`src/rtl/ssram_stream_pkg.sv`:
```
// Shared types and constants for the SSRAM stream reader.
package ssram_stream_pkg;

    typedef enum logic [1:0] {
        IDLE   = 2'd0,
        RUN    = 2'd1,
        FINISH = 2'd2
    } state_e;

    localparam int unsigned BUFFER_DEPTH = 3;

    // Counters must hold a full word count, which may equal nrOfEntries.
    function automatic int unsigned cnt_width(input int unsigned entries);
        return $clog2(entries) + 1;
    endfunction

endpackage

```
`src/rtl/ssram_stream_buffer.sv`:
```
// Three-entry synchronous FIFO that decouples SSRAM read data from the stream sink.
module ssram_stream_buffer
    import ssram_stream_pkg::*;
#(
    parameter int unsigned bitwidth = 32
) (
    input  logic                clock,
    input  logic                nReset,
    input  logic                push,
    input  logic                pop,
    input  logic                flush,
    input  logic [bitwidth-1:0] pushData,
    output logic [1:0]          count,
    output logic [bitwidth-1:0] headData
);

    logic [bitwidth-1:0] mem_q [BUFFER_DEPTH];
    logic [1:0]          rdPtr_q, rdPtr_d;
    logic [1:0]          wrPtr_q, wrPtr_d;
    logic [1:0]          count_q, count_d;
    logic                doPop;

    function automatic logic [1:0] next_ptr(input logic [1:0] p);
        return (p == 2'(BUFFER_DEPTH - 1)) ? 2'd0 : p + 2'd1;
    endfunction

    assign doPop    = pop && (count_q != 2'd0);
    assign count    = count_q;
    assign headData = mem_q[rdPtr_q];

    always_comb begin
        rdPtr_d = rdPtr_q;
        wrPtr_d = wrPtr_q;
        count_d = count_q;
        if (flush) begin
            rdPtr_d = wrPtr_q;
            count_d = 2'd0;
        end else begin
            if (push) wrPtr_d = next_ptr(wrPtr_q);
            if (doPop) rdPtr_d = next_ptr(rdPtr_q);
            count_d = count_q + 2'(push) - 2'(doPop);
        end
    end

    always_ff @(posedge clock or negedge nReset) begin
        if (!nReset) begin
            rdPtr_q <= '0;
            wrPtr_q <= '0;
            count_q <= '0;
            for (int unsigned i = 0; i < BUFFER_DEPTH; i++) mem_q[i] <= '0;
        end else begin
            rdPtr_q <= rdPtr_d;
            wrPtr_q <= wrPtr_d;
            count_q <= count_d;
            if (push && !flush) mem_q[wrPtr_q] <= pushData;
        end
    end

endmodule

```
`src/rtl/ssram_stream_reader.sv`:
```
// Streams a range of SSRAM words out as valid/ready data, hiding the RAM's
// one-cycle read latency behind a small buffer.
module ssram_stream_reader
    import ssram_stream_pkg::*;
#(
    parameter  int unsigned bitwidth    = 32,
    parameter  int unsigned nrOfEntries = 512,
    localparam int unsigned AW          = $clog2(nrOfEntries),
    localparam int unsigned CW          = cnt_width(nrOfEntries)
) (
    input  logic                clock,
    input  logic                nReset,
    input  logic                start,
    input  logic [AW-1:0]       startAddress,
    input  logic [AW:0]         wordCount,
    input  logic                abort,
    output logic                busy,
    output logic                done,
    output logic [AW-1:0]       ramAddress,
    input  logic [bitwidth-1:0] ramDataOut,
    output logic [bitwidth-1:0] streamData,
    output logic                streamValid,
    input  logic                streamReady
);

    localparam logic [AW-1:0] LAST_ADDR = AW'(nrOfEntries - 1);

    state_e        state_q, state_d;
    logic [AW-1:0] addr_q, addr_d;
    logic [CW-1:0] toIssue_q, toIssue_d;
    logic [CW-1:0] remaining_q, remaining_d;
    logic          inFlight_q, inFlight_d;

    logic [1:0]    bufCount;
    logic [2:0]    occupancy;
    logic          issue, pop, push, flush;

    assign occupancy   = {1'b0, bufCount} + {2'b0, inFlight_q};
    assign issue       = (state_q == RUN) && !abort && (toIssue_q != '0)
                         && (occupancy < 3'(BUFFER_DEPTH));
    assign streamValid = (bufCount != 2'd0);
    assign pop         = streamValid && streamReady;
    assign flush       = (state_q == RUN) && abort;
    // A read still in flight when aborting is dropped rather than captured.
    assign push        = inFlight_q && !flush;

    assign ramAddress  = addr_q;
    assign busy        = (state_q == RUN);
    assign done        = (state_q == FINISH);

    always_comb begin
        state_d     = state_q;
        addr_d      = addr_q;
        toIssue_d   = toIssue_q;
        remaining_d = remaining_q;
        inFlight_d  = issue;
        unique case (state_q)
            IDLE: begin
                if (start) begin
                    if (wordCount == '0) begin
                        state_d = FINISH;
                    end else begin
                        state_d     = RUN;
                        addr_d      = startAddress;
                        toIssue_d   = wordCount;
                        remaining_d = wordCount;
                    end
                end
            end
            RUN: begin
                if (issue) begin
                    addr_d    = (addr_q == LAST_ADDR) ? '0 : addr_q + 1'b1;
                    toIssue_d = toIssue_q - 1'b1;
                end
                if (pop) remaining_d = remaining_q - 1'b1;
                if (abort || (pop && remaining_q == CW'(1))) state_d = FINISH;
            end
            FINISH: begin
                state_d = IDLE;
            end
            default: begin
                state_d = IDLE;
            end
        endcase
    end

    always_ff @(posedge clock or negedge nReset) begin
        if (!nReset) begin
            state_q     <= IDLE;
            addr_q      <= '0;
            toIssue_q   <= '0;
            remaining_q <= '0;
            inFlight_q  <= 1'b0;
        end else begin
            state_q     <= state_d;
            addr_q      <= addr_d;
            toIssue_q   <= toIssue_d;
            remaining_q <= remaining_d;
            inFlight_q  <= inFlight_d;
        end
    end

    ssram_stream_buffer #(
        .bitwidth(bitwidth)
    ) u_buffer (
        .clock    (clock),
        .nReset   (nReset),
        .push     (push),
        .pop      (pop),
        .flush    (flush),
        .pushData (ramDataOut),
        .count    (bufCount),
        .headData (streamData)
    );

endmodule
```
`config.mk`:
```
export PLATFORM = sky130hd
export DESIGN_NAME = ssram_stream_reader
export DESIGN_NICKNAME = d
export VERILOG_FILES = /design/src/rtl/ssram_stream_pkg.sv /design/src/rtl/ssram_stream_buffer.sv /design/src/rtl/ssram_stream_reader.sv
export SDC_FILE = /design/constraint.sdc
export NUM_CORES = 1
export LEC_CHECK = 0
export ABC_AREA = 1
export CORE_UTILIZATION = 45
export DETAILED_ROUTE_END_ITERATION = 10
export HOLD_SLACK_MARGIN = 0.05
export PLACE_DENSITY = 0.71
export SLEW_MARGIN = 30
export SYNTH_ARGS = -nofsm -noshare
export SYNTH_HDL_FRONTEND = slang
export SYNTH_SLANG_ARGS = --single-unit
```
`constraint.sdc`:
```
create_clock -name clock -period 1.55 [get_ports clock]
set_input_delay 0.3875 -clock clock [delete_from_list [all_inputs] [get_ports clock]]
set_output_delay 0.3875 -clock clock [all_outputs]
set_load 0.1 [all_outputs]
```
==> results of run 1 <==
## cell type report
type / instances / area share (%)
Clock buffer: 22 / 3.95
Clock inverter: 10 / 1.20
Inverter: 85 / 2.92
Multi-Input combinational cell: 595 / 37.3
Sequential cell: 134 / 28.2
Tap cell: 184 / 1.92
Timing Repair Buffer: 216 / 24.5
## stage by stage
| stage | area (µm²) | std cells | setup TNS (ns) | worst slack (ns) |
|---|---|---|---|---|
| after floorplan | 7500 | 848 | -2.55 | -0.115 |
| after global placement | 9550 | 1159 | -32.25 | -0.342 |
| after detailed placement | 9550 | 1159 | -35.98 | -0.384 |
| after CTS | 10500 | 1207 | -19.52 | -0.541 |
| after global routing | 12000 | 1246 | -32.85 | -0.661 |
| final | 12000 | 1246 | -25.17 | -0.604 |
## worst paths after layout
| check | from | to | slack (ns) | cells past startpoint |
|---|---|---|---|---|
| setup / recovery | u_buffer.rdPtr_q[0] | streamData[24] | -0.60 | 6 |
| hold / removal | nReset | u_buffer.mem_q[66] | 0.42 | 2 |
| setup reg to reg | u_buffer.count[0] | toIssue_q[1] | -0.19 | 11 |
| hold reg to reg | u_buffer.mem_q[27] | u_buffer.mem_q[27] | 0.50 | 2 |
| max in group asynchronous | nReset | state_q[0] | 0.48 | 3 |
| min in group clock | u_buffer.mem_q[27] | u_buffer.mem_q[27] | 0.50 | 2 |
## worst max-delay path, stage by stage (launching register included)
cell and delay, ns:
dfrtp_1 0.42, buf_6 0.14, nor2_4 0.16, buf_12 0.22, a22oi_2 0.12, nand2_4 0.10
buf_12 0.17
## state kept, by name (all words and copies together), names as in the netlist
name              flops
u_buffer.rdPtr_q      2
u_buffer.wrPtr_q      2
inFlight_q            1
u_buffer.mem_q       96
u_buffer.count        2
toIssue_q            10
ramAddress            9
state_q               2
remaining_q          10
## cell families (layout without fill, tap and decap cells)
family	count (synthesis)	after routing	share of synthesized area, %
adder cells (fa/ha/maj)	9	9	1.63
XOR/XNOR	3	3	0.380
AO/OA/AOI/OAI	171	171	16.2
flip-flops	134	134	48.4
buffers and inverters	124	333	8.50
AND/OR/NAND/NOR	407	412	24.8
## routing by layer
metal	vias up	part of all wire, %
met4	0	3.4
li1	3179	-
met3	79	5.7
met2	323	52
met1	3516	39
met5	-	0
## timing repair
action                                 in CTS  in global routing
buffers inserted                           14                 13
endpoints found under the hold margin      18                  0
hold buffers                                1                  0
setup endpoints to repair                  64                166
gates resized for setup                    71                238
pin swaps                                  13                 21
cloned                                      2                 26
## synthesized netlist by cell type (all sizes together) (2+ instances only)
library cell	instances
a21oi	5
a22oi	32
and2	2
buf	25
clkbuf	14
dfrtp	134
ha	9
inv	84
nand2	299
nand3	61
nand4	4
nor2	37
nor3	2
o21ai	127
or2	2
xnor2	2
==> results_dict.tcl, run 1 <==
set metrics [dict create \
    cp-end-kind "primary output" \
    ys.flop_type "dfrtp_1" \
    die_w_um 126 \
    port_buffers 99 \
    grt_max_degree 33 \
    post-dp-hpwl_mm 12.3 \
    antennaDiodeCount 0 \
    slew-limit-headroom_pct 73.9 \
    use_met3_pct 5.73 \
    num-fill-cells 796 \
    ys_seq_elements 134 \
    busiest_layer "met2" \
    syn_to_final_growth_pct 73.3 \
    drive_gt1_share_pct 49.2 \
    setup_ws_ns -0.604 \
    slew_violations 0 \
    rows 44 \
    violations "negative setup slack" \
    seq_area_mm2 0.00338 \
    crit_fanout 18 \
    coreArea_mm2 0.0148 \
    holdCritPathClass "primary input to asynchronous set/reset pin" \
    synth_warnings 0 \
    viasPerCell 5.70 \
    layout_commonest_cell "nand2_1" \
    nNetsFinal 1114 \
    hold_viol 0 \
    drt_iter0_drc 504 \
    use_met1_pct 31.2 \
    tightest_slew_ns 0.392 \
    finalClockSkew_ns 0.0116 \
    overflow 0 \
    start_util_pct 46.9 \
    die_y_um 126 \
    synthTopCellsByArea "dfrtp_1 48%, nand2_1 16%, o21ai_2 5.6%, inv_1 4.3%, nand3_1 4.1%" \
    setup_violations 148 \
    avgSynthCellArea_um2 8.16 \
    cp_data_required_time_ns 1.16 \
    clock_latency_ns 0.44 \
    fmaxAchievable_ghz 0.464 \
    grt_pass1_wl_mm 30.9 \
    synth_top_area_cell "dfrtp_1" \
    cts_inserted_buffers 17 \
    startpoint_type "flop" \
    synth_cell_types 42 \
    clk_pin_slew_ns 0.06 \
    groute.usage.overall_pct 24.7 \
    drv_cap 0 \
    rsz0062_at_grt "yes" \
    multi_input_area_mm2 0.00447 \
    postSynth.asyncResetShare_pct 100 \
    synthCells 848 \
    detail-route-antenna-nets 0 \
    synth_top_area_share_pct 48.4 \
    antenna_found_initial 0 \
    first_pass_iters 5 \
    synth_edf_count 0 \
    mostFrequentLayoutCells "143 x nand2_1, 122 x dfrtp_1, 100 x nand2_4, 78 x o21ai_2, 73 x inv_1" \
    syn_nets 913 \
    hold_ws_ns 0.422 \
    arrival_ns 1.77 \
    wirelength_mm 24.8 \
    dieArea_mm2 0.0159 \
    clock_sinks 134 \
    seq_area_frac_synth_pct 48.4 \
    grt_pass1_vias 6323 \
    drc 0 \
    cts_tree "yes" \
    grt.met2_usage_pct 41.6 \
    status "finished with violations" \
    finalCoreUtilization_pct 81.3 \
    cts_buffer_depth 2 \
    ioPinCount 100 \
    h-tree-depth 4 \
    path_class "flop to primary output" \
    place.gp.congestion 0.868 \
    final.min_clock_period_ns 2.15 \
    post-route-period-util_pct 139 \
    dr_total_vias 7097 \
    detail_route.wl_per_cell_um 19.9 \
    cts_root_buf "clkbuf_16" \
    syn_area_mm2 0.00692 \
]
Power of run 1 is left out: the tool's default activity adds up to more than one toggle a clock period on the data nets, which glitch-free logic cannot reach.
==> run 2: changes to the inputs <==
Settings changed: ABC_AREA 1 to 0, CORE_UTILIZATION 45 to 43, CTS_BUF_LIST set to sky130_fd_sc_hd__clkbuf_4 sky130_fd_sc_hd__clkbuf_8 sky130_fd_sc_hd__clkbuf_16, PLACE_DENSITY 0.71 to 0.68.
==> run 2 against run 1 <==
Setup slack better by 0.051 ns. Highest routed layer unchanged. Worst hold slack better by 0.039 ns. Non-clock buffer count increased by 44. Global-route usage increased by 2.4 points. Largest cell class unchanged. Synthesized area is 3.8% lower. Sequential share of layout area increased by 0.24 points. Maximum frequency is 2.4% higher. Wire length fell by 14%. Critical endpoint is now ramAddress[2]. Core utilization decreased by 3.1 points. Synthesized cell count down 32%. The run still ends with negative setup slack left.
==> results_dict.tcl, run 2 <==
set metrics [dict create \
    status "finished with violations" \
    violations "negative setup slack" \
    holdCritPathClass "primary input to asynchronous set/reset pin" \
    start_util_pct 44.0 \
    cp-end-kind "flop" \
    synth_top_area_cell "dfrtp_1" \
    setup_violations 158 \
    drt_iter0_drc 265 \
    startpoint_type "flop" \
    topRoutingLayerUsed "met4" \
    final_area_mm2 0.0118 \
    antennaDiodeCount 0 \
    groute.usage.overall_pct 27.1 \
    ioPinCount 100 \
    dpl_cell_area_mm2 0.0100 \
    final_cells 1030 \
    reg2reg_depth 10 \
    viasPerCell 5.58 \
    seq_area_frac_synth_pct 50.3 \
    dieArea_mm2 0.0160 \
    postSynth.asyncResetShare_pct 100 \
    ys_seq_elements 134 \
    crit_end "ramAddress[2]" \
    cp_data_required_time_ns 1.89 \
    met1_length_mm 9.31 \
    place.gp.congestion 0.875 \
    cts_buffer_depth 2 \
    antenna_found_initial 0 \
    placedCellCount 952 \
    synth_commonest_cells "134 x dfrtp_1, 54 x mux2_1, 53 x nand2_1, 42 x mux2_2, 39 x nor2_1" \
    mostFrequentLayoutCells "124 x dfrtp_1, 96 x mux2_4, 94 x buf_4, 63 x buf_12, 46 x clkdlybuf4s50_1" \
    synth_cell_types 68 \
    crit_fanout 8 \
    cts_root_buf "clkbuf_16" \
    worstReg2RegStart "inFlight_q" \
    grt_max_degree 42 \
    detail_route.wl_per_cell_um 20.8 \
    wl_met2_mm 10.8 \
    setup_ws_ns -0.553 \
    syn_to_final_growth_pct 77.9 \
    h-tree-depth 4 \
    top_register "u_buffer.mem_q" \
    r2r_setup_slack_ns -0.55 \
    yosys.cell_count.top_type "dfrtp_1" \
    finalClockSkew_ns 0.00592 \
    syn_nets 643 \
    detail-route-antenna-nets 0 \
    cts_tree "yes" \
    reg2reg_to "ramAddress[2]" \
    largestRegisters "u_buffer.mem_q x96, remaining_q x10, toIssue_q x10" \
    post-route-period-util_pct 136 \
    largest_reg_flops 96 \
    drive_gt1_share_pct 59.0 \
    avgSynthCellArea_um2 11.5 \
    coreArea_mm2 0.0151 \
    tightest_slew_ns 0.480 \
    hold_viol 0 \
    dr_total_vias 5743 \
    drv_cap 0 \
    synth_top_area_share_pct 50.3 \
    synth_warnings 0 \
    die_y_um 126 \
    port_buffers 99 \
    layout_commonest_cell "dfrtp_1" \
    slew-limit-headroom_pct 68.0 \
    drc 0 \
    rsz0062_at_grt "yes" \
    ys.flop_type "dfrtp_1" \
    synth_edf_count 0 \
    grt_pass1_vias 6149 \
    rows 45 \
    die_w_um 126 \
    synthCells 578 \
    nNetsFinal 894 \
    overflow 0 \
    synthTopCellsByArea "dfrtp_1 50%, mux2_1 9.1%, mux2_2 7.1%, mux2i_1 4.8%, nand2_1 3.0%" \
    num-fill-cells 828 \
    startpoint "inFlight_q" \
    slew_violations 0 \
    fmaxAchievable_ghz 0.475 \
    clock_sinks 134 \
    wl_met3_um 813 \
    clock_latency_ns 0.42 \
    cts_inserted_buffers 17 \
    syn_area_mm2 0.00666 \
    wirelength_mm 21.4 \
    first_pass_iters 5 \
    post-dp-hpwl_mm 12.7 \
    grt_pass1_wl_mm 33.1 \
    clk_pin_slew_ns 0.06 \
    path_class "flop to flop" \
    final.min_clock_period_ns 2.10 \
    arrival_ns 2.45 \
]
## run 2: what timing repair did
action | CTS | global route
pin swaps | 30 | 14
hold buffers | 1 | 0
setup buffers | 32 | 12
hold endpoints to repair | 37 | 0
endpoints found under the setup margin | 166 | 173
resized for setup | 149 | 61
gates cloned | 10 | 1
## run 2: cells by family (layout without fill, tap and decap cells)
| family | Yosys count | count (layout) | share of synthesized area [%] |
|---|---|---|---|
| adder cells (fa/ha/maj) | 9 | 9 | 1.69 |
| XOR/XNOR | 8 | 8 | 1.05 |
| buffers and inverters | 43 | 306 | 3.21 |
| AO/OA/AOI/OAI | 116 | 117 | 12.3 |
| flip-flops | 134 | 134 | 50.3 |
| multiplexers | 128 | 128 | 21.0 |
| AND/OR/NAND/NOR | 140 | 140 | 10.4 |
## run 2: final cells by class
cell class	count	area, µm²	area share (%)
inverters	14	60.1	0.507
well taps	188	235	1.99
clock buffers	20	467	3.94
multi-input cells	402	4430	37.4
clock inverters	12	151	1.28
repair buffers	260	3140	26.5
flip-flops and latches	134	3370	28.4
## run 2: layer usage
layer  global-route usage, %  vias up
li1                        -     2608
met2                    45.0      169
met1                    35.2     2927
met4                    10.3        0
met3                    5.36       39
met5                       0        -
## run 2: worst min-delay path by stage
stage	startpoint	to	cells past startpoint
final	nReset	toIssue_q[8]	2
after global routing	nReset	toIssue_q[8]	2
after floorplan	nReset	inFlight_q	0
after CTS	nReset	toIssue_q[7]	2
after detailed placement	nReset	toIssue_q[8]	1
after global placement	nReset	toIssue_q[6]	1
## run 2: critical path, stage by stage (launching register included)
cell and delay (ns):
dfrtp_1 0.38, ha_2 0.21, ha_4 0.22, a211oi_4 0.33, buf_4 0.19, o41ai_4 0.08, a21oi_2 0.14, buf_6 0.17
buf_12 0.16, nor2_4 0.04, a21oi_2 0.10
## run 2: stage by stage
| stage | setup WS (ns) | TNS, ns | utilization (%) | hold slack, ns |
|---|---|---|---|---|
| global route | -0.605 | -40.82 | 78.2 | 0.500 |
| floorplan | -0.385 | -22.30 | - | 0.0919 |
| CTS | -0.553 | -32.43 | 77.0 | 0.480 |
| detailed placement | -0.748 | -76.38 | 66.1 | 0.349 |
| finish | -0.553 | -34.11 | 78.2 | 0.462 |
| global placement | -0.651 | -74.80 | 66.1 | 0.353 |
Power of run 2 is left out for the same reason.
